--- src/rtl/imem_loader_if.sv ---
// imem_loader_if
//   Byte-stream valid/ready channel feeding the program loader.
//   master : stream source (drives in_valid / in_data, observes in_ready)
//   slave  : loader        (observes in_valid / in_data, drives in_ready)
interface imem_loader_if;
    logic       in_valid;
    logic [7:0] in_data;
    logic       in_ready;

    modport master (output in_valid, output in_data, input in_ready);
    modport slave  (input in_valid, input in_data, output in_ready);
endinterface

--- src/rtl/imem_loader.sv ---
// imem_loader
//   Accepts a framed byte stream {N lo, N hi, 4*N little-endian word bytes,
//   checksum} and writes each assembled word into instruction memory. The
//   CPU is held in reset from the start of a load until a frame completes
//   with a matching checksum; it stays held after any error.
// Ports:
//   clk        rising-edge clock
//   reset      asynchronous active-low reset
//   load_req   start a frame (honoured in IDLE and ERR only)
//   s          byte stream slave (in_valid, in_data, in_ready)
//   imem_we    one-cycle write strobe per assembled word
//   imem_addr  byte address of the write (BASE_ADDR + 4*k)
//   imem_wd    assembled instruction word
//   cpu_hold   high keeps the datapath in reset
//   busy       frame in progress (LEN0..CSUM)
//   done       one-cycle pulse on successful completion
//   error      high while in ERR
//   err_code   01 length too large, 10 checksum mismatch
module imem_loader #(
    parameter int unsigned      WIDTH     = 32,
    parameter int unsigned      DEPTH     = 256,
    parameter logic [WIDTH-1:0] BASE_ADDR = '0
) (
    input  logic             clk,
    input  logic             reset,
    input  logic             load_req,
    imem_loader_if.slave     s,
    output logic             imem_we,
    output logic [WIDTH-1:0] imem_addr,
    output logic [WIDTH-1:0] imem_wd,
    output logic             cpu_hold,
    output logic             busy,
    output logic             done,
    output logic             error,
    output logic [1:0]       err_code
);

    typedef enum logic [2:0] {IDLE, LEN0, LEN1, DATA, CSUM, ERR} state_t;

    state_t           state_q;
    logic [1:0]       lane_q;
    logic [15:0]      k_q;
    logic [15:0]      len_q;
    logic [7:0]       sum_q;
    logic [23:0]      word_q;
    logic             imem_we_q;
    logic [WIDTH-1:0] imem_addr_q;
    logic [WIDTH-1:0] imem_wd_q;
    logic             cpu_hold_q;
    logic             busy_q;
    logic             done_q;
    logic             error_q;
    logic [1:0]       err_code_q;

    logic             accept;
    logic [7:0]       sum_d;
    logic [15:0]      len_d;

    assign s.in_ready = (state_q == LEN0) || (state_q == LEN1) ||
                        (state_q == DATA) || (state_q == CSUM);
    assign accept     = s.in_valid & s.in_ready;
    assign sum_d      = sum_q + s.in_data;
    assign len_d      = {s.in_data, len_q[7:0]};

    assign imem_we   = imem_we_q;
    assign imem_addr = imem_addr_q;
    assign imem_wd   = imem_wd_q;
    assign cpu_hold  = cpu_hold_q;
    assign busy      = busy_q;
    assign done      = done_q;
    assign error     = error_q;
    assign err_code  = err_code_q;

    always_ff @(posedge clk or negedge reset) begin
        if (!reset) begin
            state_q     <= IDLE;
            lane_q      <= '0;
            k_q         <= '0;
            len_q       <= '0;
            sum_q       <= '0;
            word_q      <= '0;
            imem_we_q   <= 1'b0;
            imem_addr_q <= BASE_ADDR;
            imem_wd_q   <= '0;
            cpu_hold_q  <= 1'b0;
            busy_q      <= 1'b0;
            done_q      <= 1'b0;
            error_q     <= 1'b0;
            err_code_q  <= 2'b00;
        end else begin
            imem_we_q <= 1'b0;
            done_q    <= 1'b0;
            case (state_q)
                IDLE, ERR: begin
                    if (load_req) begin
                        state_q    <= LEN0;
                        k_q        <= '0;
                        sum_q      <= '0;
                        lane_q     <= '0;
                        cpu_hold_q <= 1'b1;
                        busy_q     <= 1'b1;
                        error_q    <= 1'b0;
                        err_code_q <= 2'b00;
                    end
                end
                LEN0: begin
                    if (accept) begin
                        len_q   <= {8'd0, s.in_data};
                        sum_q   <= sum_d;
                        state_q <= LEN1;
                    end
                end
                LEN1: begin
                    if (accept) begin
                        len_q <= len_d;
                        sum_q <= sum_d;
                        if ({16'd0, len_d} > DEPTH) begin
                            state_q    <= ERR;
                            busy_q     <= 1'b0;
                            error_q    <= 1'b1;
                            err_code_q <= 2'b01;
                        end else if (len_d == 16'd0) begin
                            state_q <= CSUM;
                        end else begin
                            state_q <= DATA;
                        end
                    end
                end
                DATA: begin
                    if (accept) begin
                        sum_q  <= sum_d;
                        lane_q <= lane_q + 2'd1;
                        if (lane_q == 2'd3) begin
                            // Lanes 0..2 sit in word_q (lane 0 lowest); this byte is the top.
                            imem_we_q   <= 1'b1;
                            imem_addr_q <= BASE_ADDR + WIDTH'({k_q, 2'b00});
                            imem_wd_q   <= WIDTH'({s.in_data, word_q});
                            k_q         <= k_q + 16'd1;
                            if (k_q == len_q - 16'd1) begin
                                state_q <= CSUM;
                            end
                        end else begin
                            word_q <= {s.in_data, word_q[23:8]};
                        end
                    end
                end
                CSUM: begin
                    if (accept) begin
                        busy_q <= 1'b0;
                        if (s.in_data == sum_q) begin
                            state_q    <= IDLE;
                            done_q     <= 1'b1;
                            cpu_hold_q <= 1'b0;
                        end else begin
                            state_q    <= ERR;
                            error_q    <= 1'b1;
                            err_code_q <= 2'b10;
                        end
                    end
                end
                default: state_q <= IDLE;
            endcase
        end
    end

endmodule

--- src/flat_wrapper.sv ---
// flat-port wrapper written by rule: the top's interface ports become plain ports
module imem_loader_flat 
#(
    parameter int unsigned      WIDTH     = 32,
    parameter int unsigned      DEPTH     = 256,
    parameter logic [WIDTH-1:0] BASE_ADDR = '0
)
  (clk, reset, load_req, imem_we, imem_addr, imem_wd, cpu_hold, busy, done, error, err_code, s_in_valid, s_in_data, s_in_ready);
  imem_loader_if s_i ();
  input  logic clk;
  input  logic reset;
  input  logic load_req;
  output logic imem_we;
  output logic [WIDTH-1:0] imem_addr;
  output logic [WIDTH-1:0] imem_wd;
  output logic cpu_hold;
  output logic busy;
  output logic done;
  output logic error;
  output logic [1:0] err_code;
  input wire logic [$bits(s_i.in_valid)-1:0] s_in_valid;
  input wire logic [$bits(s_i.in_data)-1:0] s_in_data;
  output wire logic [$bits(s_i.in_ready)-1:0] s_in_ready;
  assign s_i.in_valid = s_in_valid;
  assign s_i.in_data = s_in_data;
  assign s_in_ready = s_i.in_ready;
  imem_loader #(.WIDTH(WIDTH), .DEPTH(DEPTH), .BASE_ADDR(BASE_ADDR)) u_core (.clk(clk), .reset(reset), .load_req(load_req), .s(s_i), .imem_we(imem_we), .imem_addr(imem_addr), .imem_wd(imem_wd), .cpu_hold(cpu_hold), .busy(busy), .done(done), .error(error), .err_code(err_code));
endmodule
--- config.mk ---
export PLATFORM = sky130hd
export DESIGN_NAME = imem_loader_flat
export DESIGN_NICKNAME = d
export VERILOG_FILES = /design/src/rtl/imem_loader_if.sv /design/src/rtl/imem_loader.sv /design/src/flat_wrapper.sv
export SDC_FILE = /design/constraint.sdc
export NUM_CORES = 1
export LEC_CHECK = 0
export CORE_ASPECT_RATIO = 0.6
export CORE_UTILIZATION = 57
export CTS_BUF_LIST = sky130_fd_sc_hd__clkbuf_4
export DETAILED_ROUTE_END_ITERATION = 6
export PLACE_DENSITY_LB_ADDON = 0.08
export SKIP_LAST_GASP = 1
export SLEW_MARGIN = 40
export SYNTH_ARGS = -nofsm -noshare
export SYNTH_HDL_FRONTEND = slang
export SYNTH_SLANG_ARGS = --single-unit
--- constraint.sdc ---
create_clock -name clk -period 3 [get_ports clk]
set_input_delay 0.3 -clock clk [delete_from_list [all_inputs] [get_ports clk]]
set_output_delay 0.3 -clock clk [all_outputs]
set_load 0.02 [all_outputs]
==> summary.md, run 1 <==
| Metric | Value |
|---|---|
| N_diodes | `0` |
| Max IR drop VDD | `around 0.6 mV` |
| Area Growth Syn to Fin | `17.0%` |
| Async SR Flop Fraction | `1.00` |
| GR Util All Layers | `0.282` |
| Number of buffers added for setup after CTS | `0` |
| Core Region | `between 0.01 and 0.015 mm^2` |
| Min Tclk post-route | `2.55 ns` |
| PostCTS Resize Cnt | `0` |
| Total CTS buffers | `17` |
| Drt first pass iters | `6` |
| Antenna-violating nets left | `0` |
| Crit path cell chain | `inv_1, ha_1, buf_4, o311ai_0, o2111ai_1, a221oi_2, and4_1, o211ai_1` |
| R2R cell count | `8` |
| R2r endpoint | `u_core.state_q[1]$_DFFE_PN0P_` |
| CTS tree | `built` |
| Avg Cell Area, Syn | `about 9.4 um^2` |
| Ys flop type | `dfrtp_1` |
| RSZ-0062 raised after global routing | `no` |
| CTS root buf | `clkbuf_4` |
| I/O Buffers | `67` |
| Antenna violations before repair | `0` |
| Setup-failing EPs final | `0` |
| Post-synth top area share | `0.508` |
| Synthesis warning total | `0` |
| Leak | `between 3 and 4 nW` |
| Ports | `84` |
| Status | `complete, no violations` |
| Final nets | `between 700 and 800` |
| Routed len/inst | `between 15 and 20 um` |
| DP Cell Count | `827` |
| Max Cap Viol | `0` |
| Yosys top cell by area | `dfrtp_1` |
| Largest net degree at the start of global routing | `between 60 and 70` |
| Placer Congestion | `between 0.8 and 0.9` |
| Startpoint Class | `register` |
| Global route total overflow | `0` |
| CP max FO | `12` |
| Placed wire-length estimate | `~10 mm` |
| Non-Filler Instances | `860` |
| Syn Inst Count | `approximately 650` |
| CP endpoint kind | `register` |
| DR iter-0 viols | `around 650` |
| EDFF count, synth | `0` |
| H-tree depth | `4` |
| Worst slew margin | `0.540` |
| Crit path max-delay family | `compound AO/OA/AOI/OAI gates` |
| Most numerous cell in the Yosys netlist | `nand2_1` |
| CTS max path bufs | `2` |
| Drt total wl | `around 14 mm` |
| Final hold vios | `0` |
| WP data required | `approximately 3.4 ns` |
| Die width | `136 um` |
| Buf+Inv Stages, Crit Path | `2` |
| Slew Viols, Final | `0` |
| Overall Power | `roughly 5.8 mW` |
| Synth area leaders | `dfrtp_1 (51%), nand2_1 (12%), mux2_2 (5.7%)` |
| Critical path class | `register to register` |
| Starting Density | `0.603` |
| Syn Std Cell Area | `0.00611 mm^2` |
| Clk_lat worst skew | `between 0.5 and 0.6 ns` |
| Tcrit/Tclk final | `0.849` |
| FF-to-FF Start | `u_core.len_q[0]$_DFFE_PN0P_` |
| Worst endpoint data arrival time | `2.92 ns` |
| Setup TNS | `0 ns` |
| Slowest cell on crit path | `dfrtp_1` |
| Largest stage delay on the critical path | `0.51 ns` |
| Leading cell types by count after synthesis | `nand2_1 (190), dfrtp_1 (124), o21ai_0 (38), mux2_2 (31), nor2_1 (27)` |
| Sequential share of the synthesized area | `0.508` |
| Final Util | `0.706` |
| Netlist cell types | `63` |
| Drt drc | `0` |
| Tightest Pin Transition | `just under 0.7 ns` |
| Post-DR vias/cell | `5.65` |
| CTS Sinks | `124` |
| Synthesized flop and latch total | `124` |
| First-pass GRT wire length | `around 23 mm` |
| Via count | `approximately 5000` |
| Hold_buf cts | `1` |
| Number of global-route vias before repair | `~4600` |
| Die Ht | `between 80 and 90 um` |
| Peak Freq | `a little under 400 MHz` |
| Hold WC Path Type | `primary input to async pin` |
| Die area | `0.0111 mm^2` |
| Worst clock skew | `between 0.015 and 0.02 ns` |
| Clock-pin slew on the worst setup and hold paths | `between 0.1 and 0.15 ns` |
| Row cnt | `28` |
| Power density over the cells | `between 800 and 900 mW/mm^2` |
| Layout cells sized above 1 | `0.119` |
| R2r setup slk | `around 0.45 ns` |
-- worst max path at each step --
stage          cells past startpoint                       endpoint  slack, ns                           from
6_report                           8  u_core.state_q[1]$_DFFE_PN0P_       0.45    u_core.len_q[0]$_DFFE_PN0P_
5_1_grt                            9  u_core.state_q[1]$_DFFE_PN0P_       0.36    u_core.len_q[0]$_DFFE_PN0P_
4_1_cts                            3                     s_in_ready       0.51  u_core.state_q[1]$_DFFE_PN0P_
3_5_place_dp                      10  u_core.state_q[0]$_DFFE_PN0P_       0.31                   s_in_data[5]
3_3_place_gp                      10  u_core.state_q[0]$_DFFE_PN0P_       0.39                   s_in_data[5]
2_1_floorplan                      8  u_core.state_q[0]$_DFFE_PN0P_       0.87    u_core.sum_q[5]$_DFFE_PN0P_
-- logic make-up after synthesis --
| kind of cell | count (synthesis) | share of synthesized area |
|---|---|---|
| adder cells (fa/ha/maj) | 12 | 0.0258 |
| XOR/XNOR | 36 | 0.0516 |
| other | 1 | 0.000614 |
| buffers and inverters | 61 | 0.0484 |
| AO/OA/AOI/OAI | 84 | 0.0885 |
| multiplexers | 32 | 0.0588 |
| AND/OR/NAND/NOR | 298 | 0.218 |
| flip-flops | 124 | 0.508 |
-- layout by cell type (no fill, tap or decap), types with 2 or more instances in the layout --
cell               n
and3_1             5
xor2_1            19
a21o_1             4
mux2_2            31
conb_1            16
nor2_2             2
nor2_1            26
clkdlybuf4s50_1   66
bufinv_16          2
nor4_1             7
o211ai_1           3
nor3_1            10
o21ai_0           38
nand3_1           13
dfrtp_1          124
clkinvlp_4         5
buf_4             12
xnor2_1           17
a32oi_1            2
nand2_1          190
a21oi_1           13
ha_1              11
nor2b_1            4
and3b_1            3
or3_1             10
a31oi_1            5
nand4_1            5
clkinv_4           3
clkbuf_4          17
a221oi_1           2
inv_1             10
nor4b_1            2
or2_2              2
and4_1             2
inv_6              4
nand2b_1           7
-- routing by layer --
metal	vias up	track usage	part of all wire
met5	-	0	0
met4	0	0.0843	0.0090
met3	15	0.0751	0.066
met2	176	0.401	0.41
met1	2387	0.420	0.51
li1	2285	-	-
-- stage by stage --
stage | instance area (um^2) | setup WS (ns) | hold slack [ns]
finish | 7140 | 0.453 | 0.286
floorplan | 6160 | 0.868 | 0.00441
global route | 7140 | 0.363 | 0.301
detailed placement | 6840 | 0.307 | 0.430
CTS | 7140 | 0.506 | 0.394
global placement | 6840 | 0.389 | 0.420
-- sequential cells by signal, indices dropped and copies added, names as in the netlist --
register,count
u_core.sum_q,8
u_core.k_q,16
u_core.lane_q,2
u_core.imem_wd,32
u_core.busy,1
u_core.len_q,16
u_core.cpu_hold,1
u_core.done,1
u_core.imem_addr,16
u_core.err_code,2
u_core.imem_we,1
u_core.word_q,24
u_core.state_q,3
u_core.error,1
-- cell type report --
| class | instances | area (um^2) |
|---|---|---|
| well taps | 135 | 169 |
| clock inverters | 15 | 164 |
| multi-input cells | 478 | 2770 |
| flip-flops and latches | 124 | 3100 |
| repair buffers | 80 | 772 |
| clock buffers | 17 | 128 |
| fillers | 760 | 2980 |
| inverters | 11 | 41.3 |
-- where the power goes --
part / internal [mW] / switching, mW / leakage, nW
clock network: 0.505 / 0.697 / 0.142
registers: 2.09 / 0.468 / 1.64
logic: 0.945 / 1.11 / 1.56
total: 3.54 / 2.28 / 3.35
(Power assumes the default switching activity.)
==> inputs of run 2 (changes only) <==
--- a/config.mk
+++ b/config.mk
@@ -6,7 +6,7 @@
 export NUM_CORES = 1
 export LEC_CHECK = 0
 export CORE_ASPECT_RATIO = 0.6
-export CORE_UTILIZATION = 57
+export CORE_UTILIZATION = 51
 export CTS_BUF_LIST = sky130_fd_sc_hd__clkbuf_4
 export DETAILED_ROUTE_END_ITERATION = 6
 export PLACE_DENSITY_LB_ADDON = 0.08
==> constraint.sdc (replaced) <==
create_clock -name clk -period 2.21 [get_ports clk]
set_input_delay 0.221 -clock clk [delete_from_list [all_inputs] [get_ports clk]]
set_output_delay 0.221 -clock clk [all_outputs]
set_load 0.02 [all_outputs]
==> run 2 against run 1 <==
  * The flow now finishes with violations (setup timing)
  * Flip-flop and latch count stayed put
  * Clock power is 42% higher
  * Power is 48% higher
  * Setup slack worse by 0.49 ns
==> summary.md, run 2 (synthesis gave the netlist of run 1 again) <==
| Metric | Value |
|---|---|
| Drt drc | `0 (unchanged)` |
| CTS tree | `built` |
| Routed len/inst | `17.0 um (+1.7%)` |
| Worst hold margin | `0.185 ns (-0.101 ns)` |
| Number of global-route vias before repair | `4840 (+6.0%)` |
| Leak | `3.66 nW (+9.3%)` |
| Antenna violations before repair | `0 (unchanged)` |
| Non-Filler Instances | `942 (+9.5%)` |
| Fin area | `0.00776 mm^2 (+8.7%)` |
| CTS max path bufs | `2 (unchanged)` |
| Multi-input combinational cell area | `0.00290 mm^2 (+4.7%)` |
| Core Region | `0.0115 mm^2 (+13%)` |
| Tcrit/Tclk final | `1.02 (+0.167)` |
| CTS Sinks | `124 (unchanged)` |
| Crit path cell chain | `buf_4, nor2_2, nor4b_1, a31oi_1, nor3_1, a311o_1, and4_4, o211ai_1` |
| CP max FO | `8 (-4)` |
| R2R cell count | `8 (unchanged)` |
| Commonest non-fill, non-tap cell in the layout | `nand2_1` |
| Slowest cell on crit path | `dfrtp_1` |
| Max reg flops | `32 (unchanged)` |
| FF-to-FF Start | `u_core.len_q[1]$_DFFE_PN0P_` |
| Failing checks | `setup timing` |
| Worst endpoint data arrival time | `2.64 ns (-0.28 ns)` |
| Placer Congestion | `0.940 (+9.4%)` |
| GR Util All Layers | `0.277 (-0.00445)` |
| Layout cells sized above 1 | `0.216 (+0.0975)` |
| Row cnt | `30 (+7.1%)` |
| Hold WC Path Type | `primary input to async pin` |
| Die width | `143 um (+5.6%)` |
| Starting Density | `0.532 (-0.0715)` |
| CTS root buf | `clkbuf_4` |
| Post-route setup slack | `-0.0366 ns (-0.489 ns)` |
| N_diodes | `0 (unchanged)` |
| Critical path class | `register to register` |
| Die area | `0.0124 mm^2 (+12%)` |
| Clock-pin slew on the worst setup and hold paths | `0.14 ns (+0.02 ns)` |
| Total CTS buffers | `17 (unchanged)` |
| H-tree depth | `4 (unchanged)` |
| Status | `finished, violations left` |
| Area after DPL | `0.00731 mm^2 (+6.9%)` |
| Drt total wl | `16.1 mm (+11%)` |
| R2r endpoint | `u_core.state_q[1]$_DFFE_PN0P_` |
| Power density over the cells | `1110 mW/mm^2 (+36%)` |
| Drt first pass iters | `5 (-1)` |
| Die Ht | `86.8 um (+5.6%)` |
| R2r setup slk | `-0.04 ns (-0.49 ns)` |
| Post-DR vias/cell | `5.48 (-3.1%)` |
| Clk_lat worst skew | `0.55 ns (+0.02 ns)` |
| Max IR drop VDD | `0.598 mV (+2.5%)` |
| FF/Latch Area | `0.00311 mm^2 (about the same)` |
| Slew Viols, Final | `0 (unchanged)` |
| Peak Freq | `445 MHz (+13%)` |
| WP data required | `2.61 ns (-0.76 ns)` |
| Commonest cells after routing, fill and taps aside | `nand2_1 (190), dfrtp_1 (122), buf_4 (68), clkdlybuf4s50_1 (65), o21ai_0 (38)` |
| I/O Buffers | `67 (unchanged)` |
| Min Tclk post-route | `2.25 ns (-0.301 ns)` |
| Fill count | `920 (+21%)` |
| Largest net degree at the start of global routing | `55 (-11%)` |
| Global route total overflow | `0 (unchanged)` |
| RSZ-0062 raised after global routing | `yes` |
| Max Cap Viol | `0 (unchanged)` |
| DR iter-0 viols | `401 (-39%)` |
| Startpoint Class | `register` |
| Final hold vios | `0 (unchanged)` |
| DP Cell Count | `907 (+9.7%)` |
| Final nets | `793 (+7.7%)` |
| Largest stage delay on the critical path | `0.43 ns (-0.08 ns)` |
| Buf+Inv Stages, Crit Path | `1 (-1)` |
| Worst clock skew | `0.0222 ns (+0.00476 ns)` |
| First-pass GRT wire length | `25.7 mm (+9.8%)` |
| Worst slew margin | `0.603 (+0.0634)` |
| Tightest Pin Transition | `0.595 ns (-0.0951 ns)` |
| CP endpoint kind | `register` |
| Antenna-violating nets left | `0 (unchanged)` |
| Setup-failing EPs final | `1 (+1)` |
| Ports | `84 (unchanged)` |
| Via count | `5164 (+6.2%)` |
| Crit path max-delay family | `simple AND/OR/NAND/NOR gates` |
| Area Growth Syn to Fin | `27.1%` |
| Placed wire-length estimate | `11.3 mm (+12%)` |
==> run 2: cell type report <==
type,count,area share
Clock buffer,17,0.0164
Clock inverter,15,0.0224
Inverter,11,0.00532
Multi-Input combinational cell,478,0.373
Sequential cell,124,0.400
Tap cell,160,0.0258
Timing Repair Buffer,137,0.157
==> run 2: metrics by stage <==
step	TNS [ns]	utilization	setup slack (ns)	power [mW]
floorplan	0	-	0.0779	5.32
global placement	-0.490	0.636	-0.101	6.53
detailed placement	-0.687	0.636	-0.148	6.65
CTS	0	0.668	0.0193	8.45
global route	-0.200	0.676	-0.104	9.12
finish	-0.0366	0.676	-0.0366	8.62
==> run 2: timing repair <==
| item | CTS | global route |
|---|---|---|
| hold buffers | 1 | 0 |
| pin swaps | 1 | 12 |
| endpoints found under the hold margin | 41 | 0 |
| setup endpoints to repair | 4 | 11 |
| buffers inserted | 0 | 2 |
| resized for setup | 14 | 21 |
==> run 2: power breakdown <==
group	internal, mW	leakage, nW	switching, mW
clock	0.712	0.164	0.988
sequential	2.85	1.64	0.507
combinational	1.66	1.86	1.91
total	5.22	3.66	3.40
==> run 2: worst max path at each step <==
stage / cells past startpoint / slack (ns) / to / startpoint
3_3_place_gp: 8 / -0.10 / u_core.state_q[1]$_DFFE_PN0P_ / u_core.len_q[9]$_DFFE_PN0P_
4_1_cts: 8 / 0.02 / u_core.state_q[1]$_DFFE_PN0P_ / u_core.len_q[0]$_DFFE_PN0P_
5_1_grt: 8 / -0.10 / u_core.state_q[1]$_DFFE_PN0P_ / u_core.len_q[1]$_DFFE_PN0P_
6_report: 8 / -0.04 / u_core.state_q[1]$_DFFE_PN0P_ / u_core.len_q[1]$_DFFE_PN0P_
2_1_floorplan: 8 / 0.08 / u_core.state_q[0]$_DFFE_PN0P_ / u_core.sum_q[5]$_DFFE_PN0P_
3_5_place_dp: 10 / -0.15 / u_core.state_q[0]$_DFFE_PN0P_ / s_in_data[5]
==> run 2: per-layer routing <==
metal  part of all wire  GRT usage  wire length (um)
met3              0.077     0.0912              1240
met4              0.015     0.0803               240
met1               0.50      0.420              7960
met5                  0          0                 0
met2               0.41      0.373              6610
==> run 2: worst register-to-register path: cells and delay by family (launching register included) <==
family	cells	cell delay, ns
buf+inv	1	0.16
simple gates	4	1.12
compound gates	3	0.41
flops	1	0.43
==> inputs of run 3 (changes only) <==
--- a/config.mk
+++ b/config.mk
@@ -6,7 +6,7 @@
 export NUM_CORES = 1
 export LEC_CHECK = 0
 export CORE_ASPECT_RATIO = 0.6
-export CORE_UTILIZATION = 51
+export CORE_UTILIZATION = 50
 export CTS_BUF_LIST = sky130_fd_sc_hd__clkbuf_4
 export DETAILED_ROUTE_END_ITERATION = 6
 export PLACE_DENSITY_LB_ADDON = 0.08
==> run 3 against run 2 <==
  * The run still ends with setup timing left
  * Utilization decreased by 1.2 points
  * Maximum frequency is 4.3% lower
  * Clock skew is 0.0060 ns lower
  * Worst hold slack worse by 0.029 ns
  * Flip-flop and latch count unchanged
  * Power is 0.86% lower
  * Critical path type unchanged
  * Critical endpoint unchanged
==> summary.md, run 3 (synthesis gave the netlist of run 1 again) <==
| Metric | Value |
|---|---|
| Worst clock skew | `0.0162 ns (-0.00598 ns)` |
| Multi-input combinational cell area | `0.00285 mm^2 (-1.7%)` |
| N_diodes | `0 (unchanged)` |
| Starting Density | `0.526 (-0.00516)` |
| R2R cell count | `8 (unchanged)` |
| GR Util met2 | `0.367 (-0.00537)` |
| CP max FO | `3 (-5)` |
| WP data required | `2.61 ns (about the same)` |
| Min Tclk post-route | `2.35 ns (+0.0998 ns)` |
| Die width | `145 um (+0.98%)` |
| Ports | `84 (unchanged)` |
| H-tree depth | `4 (unchanged)` |
| RSZ-0062 raised after global routing | `yes` |
| Max Cap Viol | `0 (unchanged)` |
| Peak Freq | `426 MHz (-4.3%)` |
| Row cnt | `30 (unchanged)` |
| Worst hold margin | `0.157 ns (-0.0287 ns)` |
| Leak | `3.65 nW (-0.33%)` |
| CTS root buf | `clkbuf_4` |
| Drt drc | `0 (unchanged)` |
| Fill count | `950 (+3.3%)` |
| Hold WC Path Type | `primary input to async pin` |
| Worst endpoint data arrival time | `2.75 ns (+0.11 ns)` |
| Post-DR vias/cell | `5.37 (-2.1%)` |
| CTS max path bufs | `2 (unchanged)` |
| Clock-pin slew on the worst setup and hold paths | `0.13 ns (about the same)` |
| Most used routing layer | `met1` |
| Global route total overflow | `0 (unchanged)` |
| Fin area | `0.00770 mm^2 (-0.74%)` |
| Clk_lat worst skew | `0.55 ns (about the same)` |
| First-pass GRT wire length | `25.1 mm (-2.3%)` |
| Placed wire-length estimate | `11.0 mm (-2.4%)` |
| Max IR drop VDD | `0.672 mV (+12%)` |
| Antenna violations before repair | `0 (unchanged)` |
| FF/Latch Area | `0.00310 mm^2 (about the same)` |
| Commonest non-fill, non-tap cell in the layout | `nand2_1` |
| Setup-failing EPs final | `3 (+2)` |
| Routing usage on met3 | `0.0492 (-0.0420)` |
| Failing checks | `setup timing` |
| Critical path class | `register to register` |
| Final hold vios | `0 (unchanged)` |
| Post-route setup slack | `-0.136 ns (-0.0998 ns)` |
| Power density over the cells | `1110 mW/mm^2 (-0.12%)` |
| Area after DPL | `0.00729 mm^2 (-0.21%)` |
| Number of global-route vias before repair | `4705 (-2.8%)` |
| Routed len/inst | `16.5 um (-3.1%)` |
| GR Util All Layers | `0.266 (-0.0118)` |
| Area Growth Syn to Fin | `26.2%` |
| CP endpoint kind | `register` |
| Core Region | `0.0116 mm^2 (+0.98%)` |
| Final nets | `791 (-0.25%)` |
| Tightest Pin Transition | `0.601 ns (+0.00627 ns)` |
| Layout cells sized above 1 | `0.197 (-0.0187)` |
| I/O Buffers | `67 (unchanged)` |
| Commonest cells after routing, fill and taps aside | `nand2_1 (190), dfrtp_1 (123), buf_4 (66), clkdlybuf4s50_1 (65), o21ai_0 (38)` |
| Drt total wl | `15.5 mm (-3.3%)` |
| Placer Congestion | `0.881 (-6.4%)` |
| Largest net degree at the start of global routing | `55 (unchanged)` |
| Drt first pass iters | `5 (unchanged)` |
| Total CTS buffers | `17 (unchanged)` |
| Die Ht | `87.6 um (+0.97%)` |
| Worst slew margin | `0.599 (-0.00418)` |
| Max reg flops | `32 (unchanged)` |
| Startpoint Class | `register` |
| Antenna-violating nets left | `0 (unchanged)` |
| CTS tree | `built` |
| Die area | `0.0127 mm^2 (+2.0%)` |
| Slew Viols, Final | `0 (unchanged)` |
| Via count | `5046 (-2.3%)` |
| Tcrit/Tclk final | `1.06 (+0.0451)` |
| Met1 Usage GRT | `0.422 (+0.00185)` |
| DR iter-0 viols | `522 (+30%)` |
| CTS Sinks | `124 (unchanged)` |
| Status | `finished, violations left` |
[run 3: cell types whose count changed in the layout (fill, tap and decap cells not counted), sizes merged]
cell         previous run  this run
clkinvlp                0         2
clkbuf                 18        17
dlygate4sd2             0         1
buf                    70        68
clkinv                  4         2
[run 3: worst max-delay path, cell delays in order (launching register included)]
cell,delay [ns]
dfrtp_1,0.43
or4_4,0.56
buf_4,0.16
or3_1,0.32
o221ai_2,0.17
a22oi_2,0.11
nor2_2,0.14
and4_1,0.21
o211ai_1,0.10
[run 3: what timing repair did]
action                                 CTS  global route
hold buffers                             1             0
pin swaps                                5             8
setup buffers                            1             1
endpoints found under the hold margin   33             0
gates resized for setup                  4            16
setup endpoints to repair                4             7
[run 3: worst paths after layout]
kind / start / to / slack (ns)
max in group asynchronous: reset / u_core.state_q[1]$_DFFE_PN0P_ / 1.36
worst min-delay path: reset / u_core.imem_addr[5]$_DFFE_PN0P_ / 0.16
worst max-delay path: u_core.len_q[1]$_DFFE_PN0P_ / u_core.state_q[1]$_DFFE_PN0P_ / -0.14
worst max register to register: u_core.len_q[1]$_DFFE_PN0P_ / u_core.state_q[1]$_DFFE_PN0P_ / -0.14
worst min register to register: u_core.imem_wd[9]$_DFFE_PN0P_ / u_core.imem_wd[9]$_DFFE_PN0P_ / 0.48
min in group clk: s_in_data[7] / u_core.imem_wd[31]$_DFFE_PN0P_ / 0.42
[run 3: layout make-up]
type / instances / area share
flip-flops and latches: 124 / 0.403
multi-input cells: 478 / 0.369
repair buffers: 135 / 0.156
well taps: 160 / 0.0260
clock inverters: 15 / 0.0232
clock buffers: 17 / 0.0166
inverters: 11 / 0.00536
[run 3: power by group]
part	internal, mW	total, mW	switching (mW)
Sequential	2.84	3.33	0.488
Clock	0.717	1.73	1.01
Combinational	1.67	3.48	1.81
Total	5.24	8.54	3.31
[run 3: per-layer routing]
layer	vias up	wire length, um
li1	2399	-
met1	2475	8150
met2	160	6400
met3	12	851
met4	0	129
met5	-	0
[run 3: through the flow]
| step | utilization | power (mW) | worst slack (ns) | setup TNS (ns) | std cells |
|---|---|---|---|---|---|
| 6_report | 0.664 | 8.54 | -0.136 | -0.322 | 940 |
| 5_1_grt | 0.664 | 9.08 | -0.277 | -0.711 | 940 |
| 4_1_cts | 0.657 | 8.41 | -0.100 | -0.171 | 939 |
| 3_5_place_dp | 0.629 | 6.65 | -0.235 | -1.61 | 905 |
| 3_3_place_gp | 0.629 | 6.54 | -0.208 | -1.10 | 905 |
| 2_1_floorplan | - | 5.32 | 0.0779 | 0 | 663 |
